## src/rtl/audio_pkg.sv

```systemverilog
// Shared types and helpers for the PDM microphone receive path.
// Holds the FSM encoding, the clock divider helper and the synchronizer depth.
package audio_pkg;

    typedef enum logic [1:0] {
        IDLE   = 2'd0,
        WARMUP = 2'd1,
        RUN    = 2'd2
    } pdm_state_t;

    localparam int PDM_SYNC_STAGES = 2;

    function automatic int pdm_div(input int sys, input int samp);
        return (samp > 0) ? (sys / samp) : 0;
    endfunction

endpackage

```

## src/rtl/pdm_clock_gen.sv

```systemverilog
// Microphone bit-clock generator: divides clock_i by DIV while running.
// Emits a one-cycle sample strobe on the last count of each bit period.
module pdm_clock_gen
    import audio_pkg::*;
#(
    parameter int DIV = 8
) (
    input  logic clock_i,
    input  logic reset_i,
    input  logic run_i,
    output logic pdm_clk_o,
    output logic strobe_o
);

    localparam int CW = (DIV > 2) ? $clog2(DIV) : 1;

    logic [CW-1:0] r_cnt;
    logic          r_pdm_clk;
    logic          w_last;

    assign w_last    = (r_cnt == CW'(DIV - 1));
    assign strobe_o  = run_i && w_last;
    assign pdm_clk_o = r_pdm_clk;

    // Period counter and registered bit clock; both collapse to 0 when stopped.
    always_ff @(posedge clock_i) begin
        if (reset_i || !run_i) begin
            r_cnt     <= '0;
            r_pdm_clk <= 1'b0;
        end else begin
            r_cnt     <= w_last ? '0 : r_cnt + 1'b1;
            r_pdm_clk <= (r_cnt >= CW'(DIV / 2));
        end
    end

endmodule

```

## src/rtl/pdm_deserializer.sv

```systemverilog
// PDM receiver: samples the mic bit stream, packs MSB-first words, valid/ready out.
// Optional PDM_DESER_POPCOUNT_EN adds ones_o, the count of 1 bits per word.
module pdm_deserializer
    import audio_pkg::*;
#(
    parameter int WORD_LENGTH        = 16,
    parameter int SYSTEM_FREQUENCY   = 100000000,
    parameter int SAMPLING_FREQUENCY = 1000000,
    parameter int WARMUP_WORDS       = 2
) (
    input  logic                   clock_i,
    input  logic                   reset_i,
    input  logic                   enable_i,
    output logic                   pdm_clk_o,
    output logic                   pdm_lrsel_o,
    input  logic                   pdm_data_i,
    output logic [WORD_LENGTH-1:0] data_o,
    output logic                   valid_o,
    input  logic                   ready_i,
    output logic                   overrun_o,
    output logic                   busy_o
`ifdef PDM_DESER_POPCOUNT_EN
    ,
    output logic [$clog2(WORD_LENGTH+1)-1:0] ones_o
`endif
);

    localparam int DIV = pdm_div(SYSTEM_FREQUENCY, SAMPLING_FREQUENCY);
    localparam int WL  = WORD_LENGTH;
    localparam int BW  = $clog2(WL);
    localparam int WW  = (WARMUP_WORDS > 1) ? $clog2(WARMUP_WORDS) : 1;

    generate
        if (DIV < 4 || (DIV % 2) != 0) begin : g_bad_div
            $error("pdm_deserializer: clock ratio must be even and >= 4");
        end
        if (WL < 2) begin : g_bad_wl
            $error("pdm_deserializer: WORD_LENGTH must be >= 2");
        end
    endgenerate

    pdm_state_t r_state;
    pdm_state_t w_next;

    logic [PDM_SYNC_STAGES-1:0] r_sync;
    logic [WL-1:0]              r_shift;
    logic [BW-1:0]              r_bit_cnt;
    logic [WW-1:0]              r_warm_cnt;
    logic [WL-1:0]              r_data;
    logic                       r_valid;
    logic                       r_overrun;

    logic          w_run;
    logic          w_busy;
    logic          w_xfer;
    logic          w_strobe;
    logic          w_pdm_clk;
    logic          w_bit;
    logic          w_last_bit;
    logic          w_word_done;
    logic          w_warm_done;
    logic [WL-1:0] w_word;

    assign w_bit       = r_sync[PDM_SYNC_STAGES-1];
    assign w_last_bit  = (r_bit_cnt == BW'(WL - 1));
    assign w_word_done = w_strobe && w_last_bit;
    assign w_word      = {r_shift[WL-2:0], w_bit};
    assign w_warm_done = w_word_done
                      && (r_warm_cnt == WW'(WARMUP_WORDS - 1));

    assign pdm_clk_o   = w_pdm_clk;
    assign pdm_lrsel_o = 1'b0;
    assign data_o      = r_data;
    assign valid_o     = r_valid;
    assign overrun_o   = r_overrun;
    assign busy_o      = w_busy;

    pdm_clock_gen #(
        .DIV(DIV)
    ) u_clock_gen (
        .clock_i  (clock_i),
        .reset_i  (reset_i),
        .run_i    (w_run),
        .pdm_clk_o(w_pdm_clk),
        .strobe_o (w_strobe)
    );

    // FSM state register.
    always_ff @(posedge clock_i) begin
        if (reset_i) begin
            r_state <= IDLE;
        end else begin
            r_state <= w_next;
        end
    end

    // FSM next state: disable always wins and returns to IDLE.
    always_comb begin
        w_next = r_state;
        if (!enable_i) begin
            w_next = IDLE;
        end else begin
            unique case (r_state)
                IDLE:    w_next = (WARMUP_WORDS > 0) ? WARMUP : RUN;
                WARMUP:  w_next = w_warm_done ? RUN : WARMUP;
                RUN:     w_next = RUN;
                default: w_next = IDLE;
            endcase
        end
    end

    // FSM outputs: bit clock runs only while active and enabled.
    always_comb begin
        w_busy = (r_state != IDLE);
        w_run  = enable_i && (r_state != IDLE);
        w_xfer = w_word_done && (r_state == RUN);
    end

    // Two-flop synchronizer for the asynchronous mic data.
    always_ff @(posedge clock_i) begin
        if (reset_i) begin
            r_sync <= '0;
        end else begin
            r_sync <= {r_sync[PDM_SYNC_STAGES-2:0], pdm_data_i};
        end
    end

    // Shift register, bit counter and warm-up word counter.
    always_ff @(posedge clock_i) begin
        if (reset_i || !enable_i) begin
            r_shift    <= '0;
            r_bit_cnt  <= '0;
            r_warm_cnt <= '0;
        end else if (w_strobe) begin
            r_shift   <= w_word;
            r_bit_cnt <= w_last_bit ? '0 : r_bit_cnt + 1'b1;
            if (w_word_done && r_state == WARMUP) begin
                r_warm_cnt <= r_warm_cnt + 1'b1;
            end
        end
    end

    // Output word, valid/ready handshake and sticky overrun flag.
    always_ff @(posedge clock_i) begin
        if (reset_i) begin
            r_data    <= '0;
            r_valid   <= 1'b0;
            r_overrun <= 1'b0;
        end else if (!enable_i) begin
            r_valid   <= 1'b0;
            r_overrun <= 1'b0;
        end else if (w_xfer) begin
            r_data  <= w_word;
            r_valid <= 1'b1;
            if (r_valid && !ready_i) begin
                r_overrun <= 1'b1;
            end
        end else if (r_valid && ready_i) begin
            r_valid <= 1'b0;
        end
    end

`ifdef PDM_DESER_POPCOUNT_EN
    localparam int OW = $clog2(WL + 1);

    logic [OW-1:0] r_ones;
    logic [OW-1:0] w_pop;

    assign ones_o = r_ones;

    // Population count of the word about to be presented.
    always_comb begin
        w_pop = '0;
        for (int i = 0; i < WL; i++) begin
            w_pop = w_pop + OW'(w_word[i]);
        end
    end

    // Density value loads alongside data_o.
    always_ff @(posedge clock_i) begin
        if (reset_i) begin
            r_ones <= '0;
        end else if (enable_i && w_xfer) begin
            r_ones <= w_pop;
        end
    end
`endif

endmodule

```

## config.mk

```make
export PLATFORM = sky130hd
export DESIGN_NAME = pdm_deserializer
export DESIGN_NICKNAME = d
export VERILOG_FILES = /design/src/rtl/audio_pkg.sv /design/src/rtl/pdm_clock_gen.sv /design/src/rtl/pdm_deserializer.sv
export SDC_FILE = /design/constraint.sdc
export NUM_CORES = 1
export LEC_CHECK = 0
export CAP_MARGIN = 20
export CELL_PAD_IN_SITES_DETAIL_PLACEMENT = 0
export CELL_PAD_IN_SITES_GLOBAL_PLACEMENT = 1
export CORE_ASPECT_RATIO = 0.5
export CORE_MARGIN = 4
export CORE_UTILIZATION = 44
export DETAILED_ROUTE_END_ITERATION = 8
export PLACE_DENSITY_LB_ADDON = 0.1
export SKIP_LAST_GASP = 1
export SYNTH_ARGS = -nofsm -noshare
export SYNTH_HDL_FRONTEND = slang
export SYNTH_SLANG_ARGS = --single-unit
export TNS_END_PERCENT = 10
```

## constraint.sdc

```tcl
create_clock -name clock_i -period 3.45 [get_ports clock_i]
set_input_delay 0.8625 -clock clock_i [delete_from_list [all_inputs] [get_ports clock_i]]
set_output_delay 0.8625 -clock clock_i [all_outputs]
set_load 0.005 [all_outputs]
```

# Word level (Yosys, flattened, before mapping)
# Index checks and enable logic that the tools add are counted.
[classes] order_cmp=1 n_bitwise=1 n_mux=5 eq_ne=4 addsub=3 n_reduce_logical=21
[op_table] op="1-bit logical AND" count=8
[op_table] op="7-bit by 1-bit adder with 7-bit output (second input constant)" count=1
[op_table] op="7-bit equality test (second input constant)" count=1
[op_table] op="7-bit by 6-bit greater-or-equal comparator with 1-bit output (second input constant)" count=1
[op_table] op="2-bit case mux with 3 select lines" count=1
[op_table] op="2-bit AND reduction" count=3
[op_table] op="4-bit by 1-bit adder with 4-bit output (second input constant)" count=1
[op_table] op="4-bit equality test (second input constant)" count=1
[op_table] op="4-bit 2-to-1 mux" count=1
[op_table] op="2-bit nonzero test" count=2
[op_table] op="2-bit OR reduction" count=2
[op_table] op="1-bit zero test" count=3
[op_table] op="2-bit by 1-bit equality test with 1-bit output (second input constant)" count=1
[op_table] op="2-bit equality test (second input constant)" count=1
[op_table] op="2-bit zero test" count=1
[op_table] op="1-bit logical OR" count=2
[op_table] op="1-bit 2-to-1 mux" count=2
[op_table] op="2-bit 2-to-1 mux" count=1
[op_table] op="1-bit adder (second input constant)" count=1
[op_table] op="1-bit inverter" count=1
[totals] register_bits=50 inputBits=5

# Depth between registers and ports, before layout
[depth] depth_word=7 ltp_mapped=7 ltp_nobuf=6

# Cells and area by module
# A second synthesis with hierarchy kept.
[hier_totals] hier_cells=207 hier_area_um2=2080.7
[by_module_without_submodules] mod="pdm_deserializer" cells_per_inst=169 instances=1 area_each_um2=1735.4 seq_area_each_um2=840.8
[by_module_without_submodules] mod="pdm_clock_gen" cells_per_inst=38 instances=1 area_each_um2=345.3 seq_area_each_um2=160.2

# Worst setup path before layout
# No wires, ideal clock.
[synth_timing] kind="input to register" start="in reset_i" end="reg u_clock_gen.r_cnt[6]" n_path_buf=1 setup_slack_ps=1680 path_stages=4 setup_time_ps=73 arrival_ps=1698 cell_sequence="clkbuf_1 -> nor2b_1 -> o211ai_1 -> a21oi_1"
[synth_between] elab_chain_len=2
[synth_lines] item="from (decl)" line="pdm_deserializer.sv:12" rtl="input logic reset_i,"
[synth_lines] item="1-bit logical OR" line="pdm_clock_gen.sv:27" rtl="if (reset_i || !run_i) begin"
[synth_lines] item="2-bit OR reduction (no line)"
[synth_lines] item="to (signal assigned)" line="pdm_clock_gen.sv:31" rtl="r_cnt <= w_last ? '0 : r_cnt + 1'b1;"
[synth_lines] item="to (decl)" line="pdm_clock_gen.sv:17" rtl="logic [CW-1:0] r_cnt;"
# Every way passes these cells.
# A chain may end at the register's enable or synchronous reset.

# Worst setup path in the final report
[layout_timing] start="reg r_state[0]" end="out busy_o"
[layout_between] elab_chain_len=1
[layout_lines] item="from (decl)" line="pdm_deserializer.sv:42" rtl="pdm_state_t r_state;"
[layout_lines] item="from (signal assigned)" line="pdm_deserializer.sv:93" rtl="r_state <= w_next;"
[layout_lines] item="2-bit nonzero test" line="pdm_deserializer.sv:114" rtl="w_busy = (r_state != IDLE);"
[layout_lines] item="to (decl)" line="pdm_deserializer.sv:21" rtl="output logic busy_o"
# Every way passes these cells.

==> impl_metrics.sql <==
INSERT INTO impl_metrics (metric_group, metric, value, unit) VALUES
('outcome', 'status', 'complete, no violations', ''),
('final_layout', 'share_of_post_route_cells_with_drive_strength_above_1', '0.1294', ''),
('timing', 'timing.final.hold_violations', '0', ''),
('global_route', 'grt_start_max_net_pins', '26', ''),
('global_route', 'grt_pass1_wl', '6.617', 'mm'),
('final_layout', 'final_nets', '262', ''),
('detailed_routing', 'drc', '0', ''),
('global_route', 'grt_antenna_before_repair', '0', ''),
('die', 'io-pin-count', '26', ''),
('die', 'design.die.area', '5842', 'µm²'),
('detailed_routing', 'via_count', '1531', ''),
('synthesis', 'postSynth.asyncResetShare', '0', ''),
('detailed_routing', 'route.detailed.wl_per_inst', '12.17', 'µm'),
('power', 'comb_power_share', '0.026', ''),
('final_layout', 'antenna_cells_inserted', '0', ''),
('setup_path', 'timing_worst_setup_path_type', 'flip-flop to output pin', ''),
('final_layout', 'areaGrowthSynthToFinish', '16.17', '%'),
('power', 'p_per_area', '395.8', 'nW/µm²'),
('detailed_routing', 'number_of_violations_reported_at_the_end_of_detailed_routing_iteration_0', '47', ''),
('final_layout', 'multi_input_comb_area', '930.9', 'µm²'),
('cts', 'cts_hold_repair.buffers', '0', ''),
('power', 'seqPwrFrac', '0.621', ''),
('detailed_routing', 'wl', '3.797', 'mm'),
('synthesis', 'yosysSeqAreaShare', '0.4920', ''),
('global_route', 'first_global_vias', '1464', ''),
('cts', 'numClockSinks', '50', ''),
('synthesis', 'synth-edff-count', '0', ''),
('detailed_routing', 'vias_per_cell', '4.907', ''),
('cts', 'root_driver', 'clkbuf_8', ''),
('timing', 'clock_skew', '0.01050', 'ns'),
('timing', 'report.final.setup_viol', '0', ''),
('timing', 'slew_viol_final', '0', ''),
('final_layout', 'layout.filler_cells', '447', ''),
('synthesis', 'synthesized_cell_area', '2034', 'µm²'),
('setup_path', 'timing.critical_path.to_type', 'output pin', ''),
('placement', 'detailedPlacementHpwl', '2.612', 'mm'),
('synthesis', 'post_synth_inst_count', '232', ''),
('synthesis', 'mappedNetlistNets', '240', ''),
('die', 'floorplan.core_area', '4424', 'µm²'),
('cts', 'cts_tree', 'yes', ''),
('timing', 'measured_slew_at_the_worst_slew_check_pin', '0.7413', 'ns'),
('timing', 'rsz_0062_raised_after_global_routing', 'false', ''),
('timing', 'period_share', '0.6779', ''),
('synthesis', 'synth-seq-cells', '50', ''),
('worst_hold_path', 'timing.hold.worst.class', 'flip-flop to flip-flop', ''),
('placement', 'portBuffers', '24', ''),
('power', 'reported_net_switching_power', '0.2041', 'mW'),
('synthesis', 'yosysWarningCount', '0', ''),
('power', 'power.leakage', '0.7469', 'nW'),
('cts', 'h_tree_levels', '2', ''),
('power', 'power', '0.9354', 'mW'),
('setup_path', 'worstPathArrival', '1.48', 'ns'),
('synthesis', 'syn-mean-instance-area', '8.769', 'µm²'),
('cts', 'post_cts_resized', '0', ''),
('global_route', 'groute.usage.overall', '0.1389', ''),
('detailed_routing', 'route.antenna.remaining_nets', '0', ''),
('final_layout', 'leading_cell_type_in_the_layout_fill_and_taps_excluded', 'nand2_1', ''),
('cts', 'post_cts.repair.setup_buffers', '0', ''),
('cts', 'clk_latency', '0.30', 'ns'),
('die', 'floorplan.initialDensity', '0.4598', ''),
('flow_run', 'drv.max_cap_violation_count', '0', ''),
('timing', 'setup_tns', '0', 'ns'),
('cts', 'tritoncts_buffer_count', '5', ''),
('power', 'power_switching_share', '0.2182', ''),
('synthesis', 'synth-main-ff-cell', 'dfxtp_1', ''),
('power', 'power.ir.vdd_worst', '0.1745', 'mV'),
('cts', 'ctsLongestPathBuffers', '2', ''),
('cts', 'path_clk_slew', '0.09', 'ns'),
('final_layout', 'layout.cells.most_common_list', 'nand2_1 (63), dfxtp_1 (50), a21oi_1 (26)', ''),
('power', 'internal_power', '0.7312', 'mW'),
('timing', 'period_needed', '2.339', 'ns'),
('power', 'clkPwrFrac', '0.353', ''),
('setup_path', 'timing.critical_path.required', '2.59', 'ns'),
('detailed_routing', 'dr.pass1.iters', '4', ''),
('timing', 'relative_slew_margins', '0.5043', ''),
('timing', 'max_freq', '427.6', 'MHz'),
('die', 'fp.dieW', '104.2', 'µm'),
('timing', 'final.hold.worst_slack', '0.4431', 'ns'),
('global_route', 'gr-total-overflow', '0', ''),
('synthesis', 'synth.distinct_cells', '36', ''),
('die', 'total_number_of_placement_rows', '17', ''),
('setup_path', 'critPathLaunchType', 'flip-flop', ''),
('placement', 'gp_congestion', '0.8014', ''),
('final_layout', 'sequential_cell_area', '1001', 'µm²'),
('setup_path', 'critical_path.max_fanout', '6', ''),
('die', 'die-height', '56.08', 'µm');
==> cells by family (layout without fill, tap and decap cells) <==
group | Yosys count | in the layout | synth area share
AND/OR/NAND/NOR | 115 | 115 | 0.2706
flip-flops | 50 | 50 | 0.4920
AO/OA/AOI/OAI | 43 | 43 | 0.1451
buffers and inverters | 15 | 38 | 0.05043
XOR/XNOR | 5 | 5 | 0.02153
adder cells (fa/ha/maj) | 3 | 3 | 0.01845
other | 1 | 1 | 0.001843
==> cell type report <==
cell class                      count  area share
Sequential cell                    50      0.4235
Multi-Input combinational cell    167      0.3939
Timing Repair Buffer               27      0.1112
Clock buffer                        6     0.03070
Tap cell                           57     0.03017
Clock inverter                      2    0.005823
Inverter                            3    0.004764
==> critical path: stages, from the launching register on <==
cell and delay [ns]:
dfxtp_1 0.45, nor2_4 0.09, inv_1 0.12, clkdlybuf4s50_1 0.52
==> path summary, 6_finish.rpt <==
kind	end	cells past startpoint	slack, ns	from
max	busy_o	3	1.11	r_state[0]
max reg2reg	data_o[15]	5	1.44	u_clock_gen.r_cnt[1]
min	r_sync[1]	1	0.44	r_sync[0]
min reg2reg	r_sync[1]	1	0.44	r_sync[0]
==> layer usage <==
| layer | part of all wire | wire length (µm) | GRT usage |
|---|---|---|---|
| met1 | 0.50 | 1906 | 0.1687 |
| met2 | 0.45 | 1703 | 0.2364 |
| met5 | 0 | 0 | 0 |
| met4 | 0.0082 | 31 | 0.04545 |
| met3 | 0.041 | 155 | 0.04287 |
==> synthesized netlist by cell type (2+ instances only) <==
library cell,count,area share
nand2_1,63,0.12
nand3_1,6,0.015
nor2_1,13,0.024
buf_4,4,0.015
nand4b_1,2,0.0086
nand2_2,5,0.015
a21oi_2,12,0.052
xnor2_1,2,0.0086
a21oi_1,26,0.064
ha_1,3,0.018
and3_1,2,0.0061
nand2b_1,2,0.0061
nor4_1,2,0.0061
xor2_1,3,0.013
buf_6,2,0.011
nor3_1,4,0.0098
nand4_1,2,0.0061
o21ai_0,2,0.0049
nor2b_1,4,0.012
or3_1,2,0.0061
clkbuf_1,5,0.0092
dfxtp_1,50,0.49
inv_1,3,0.0055
==> registers in the layout, summed over array words and instances, names as in the netlist <==
signal,count
data_o,16
overrun_o,1
r_bit_cnt,4
r_shift,15
r_state,2
r_sync,2
r_warm_cnt,1
u_clock_gen.pdm_clk_o,1
u_clock_gen.r_cnt,7
valid_o,1
==> metrics by stage <==
stage,setup WS (ns),util,cells,area [µm²]
after floorplan,1.680,-,232,2034
after CTS,1.100,0.5342,312,2364
after detailed placement,0.8092,0.5147,304,2277
final,1.111,0.5342,312,2364
after global placement,0.8589,0.5147,304,2277
after global routing,0.9782,0.5342,312,2364
==> power by group through the flow <==
stage / logic (mW) / clock network (mW) / registers (mW)
after CTS: 0.0251 / 0.348 / 0.581
after floorplan: 0.0151 / 0 / 0.594
after detailed placement: 0.0249 / 0 / 0.594
after global placement: 0.0251 / 0 / 0.594
after global routing: 0.0271 / 0.365 / 0.581
final: 0.0246 / 0.330 / 0.581
Note: power is estimated with default switching activity, not from simulation.
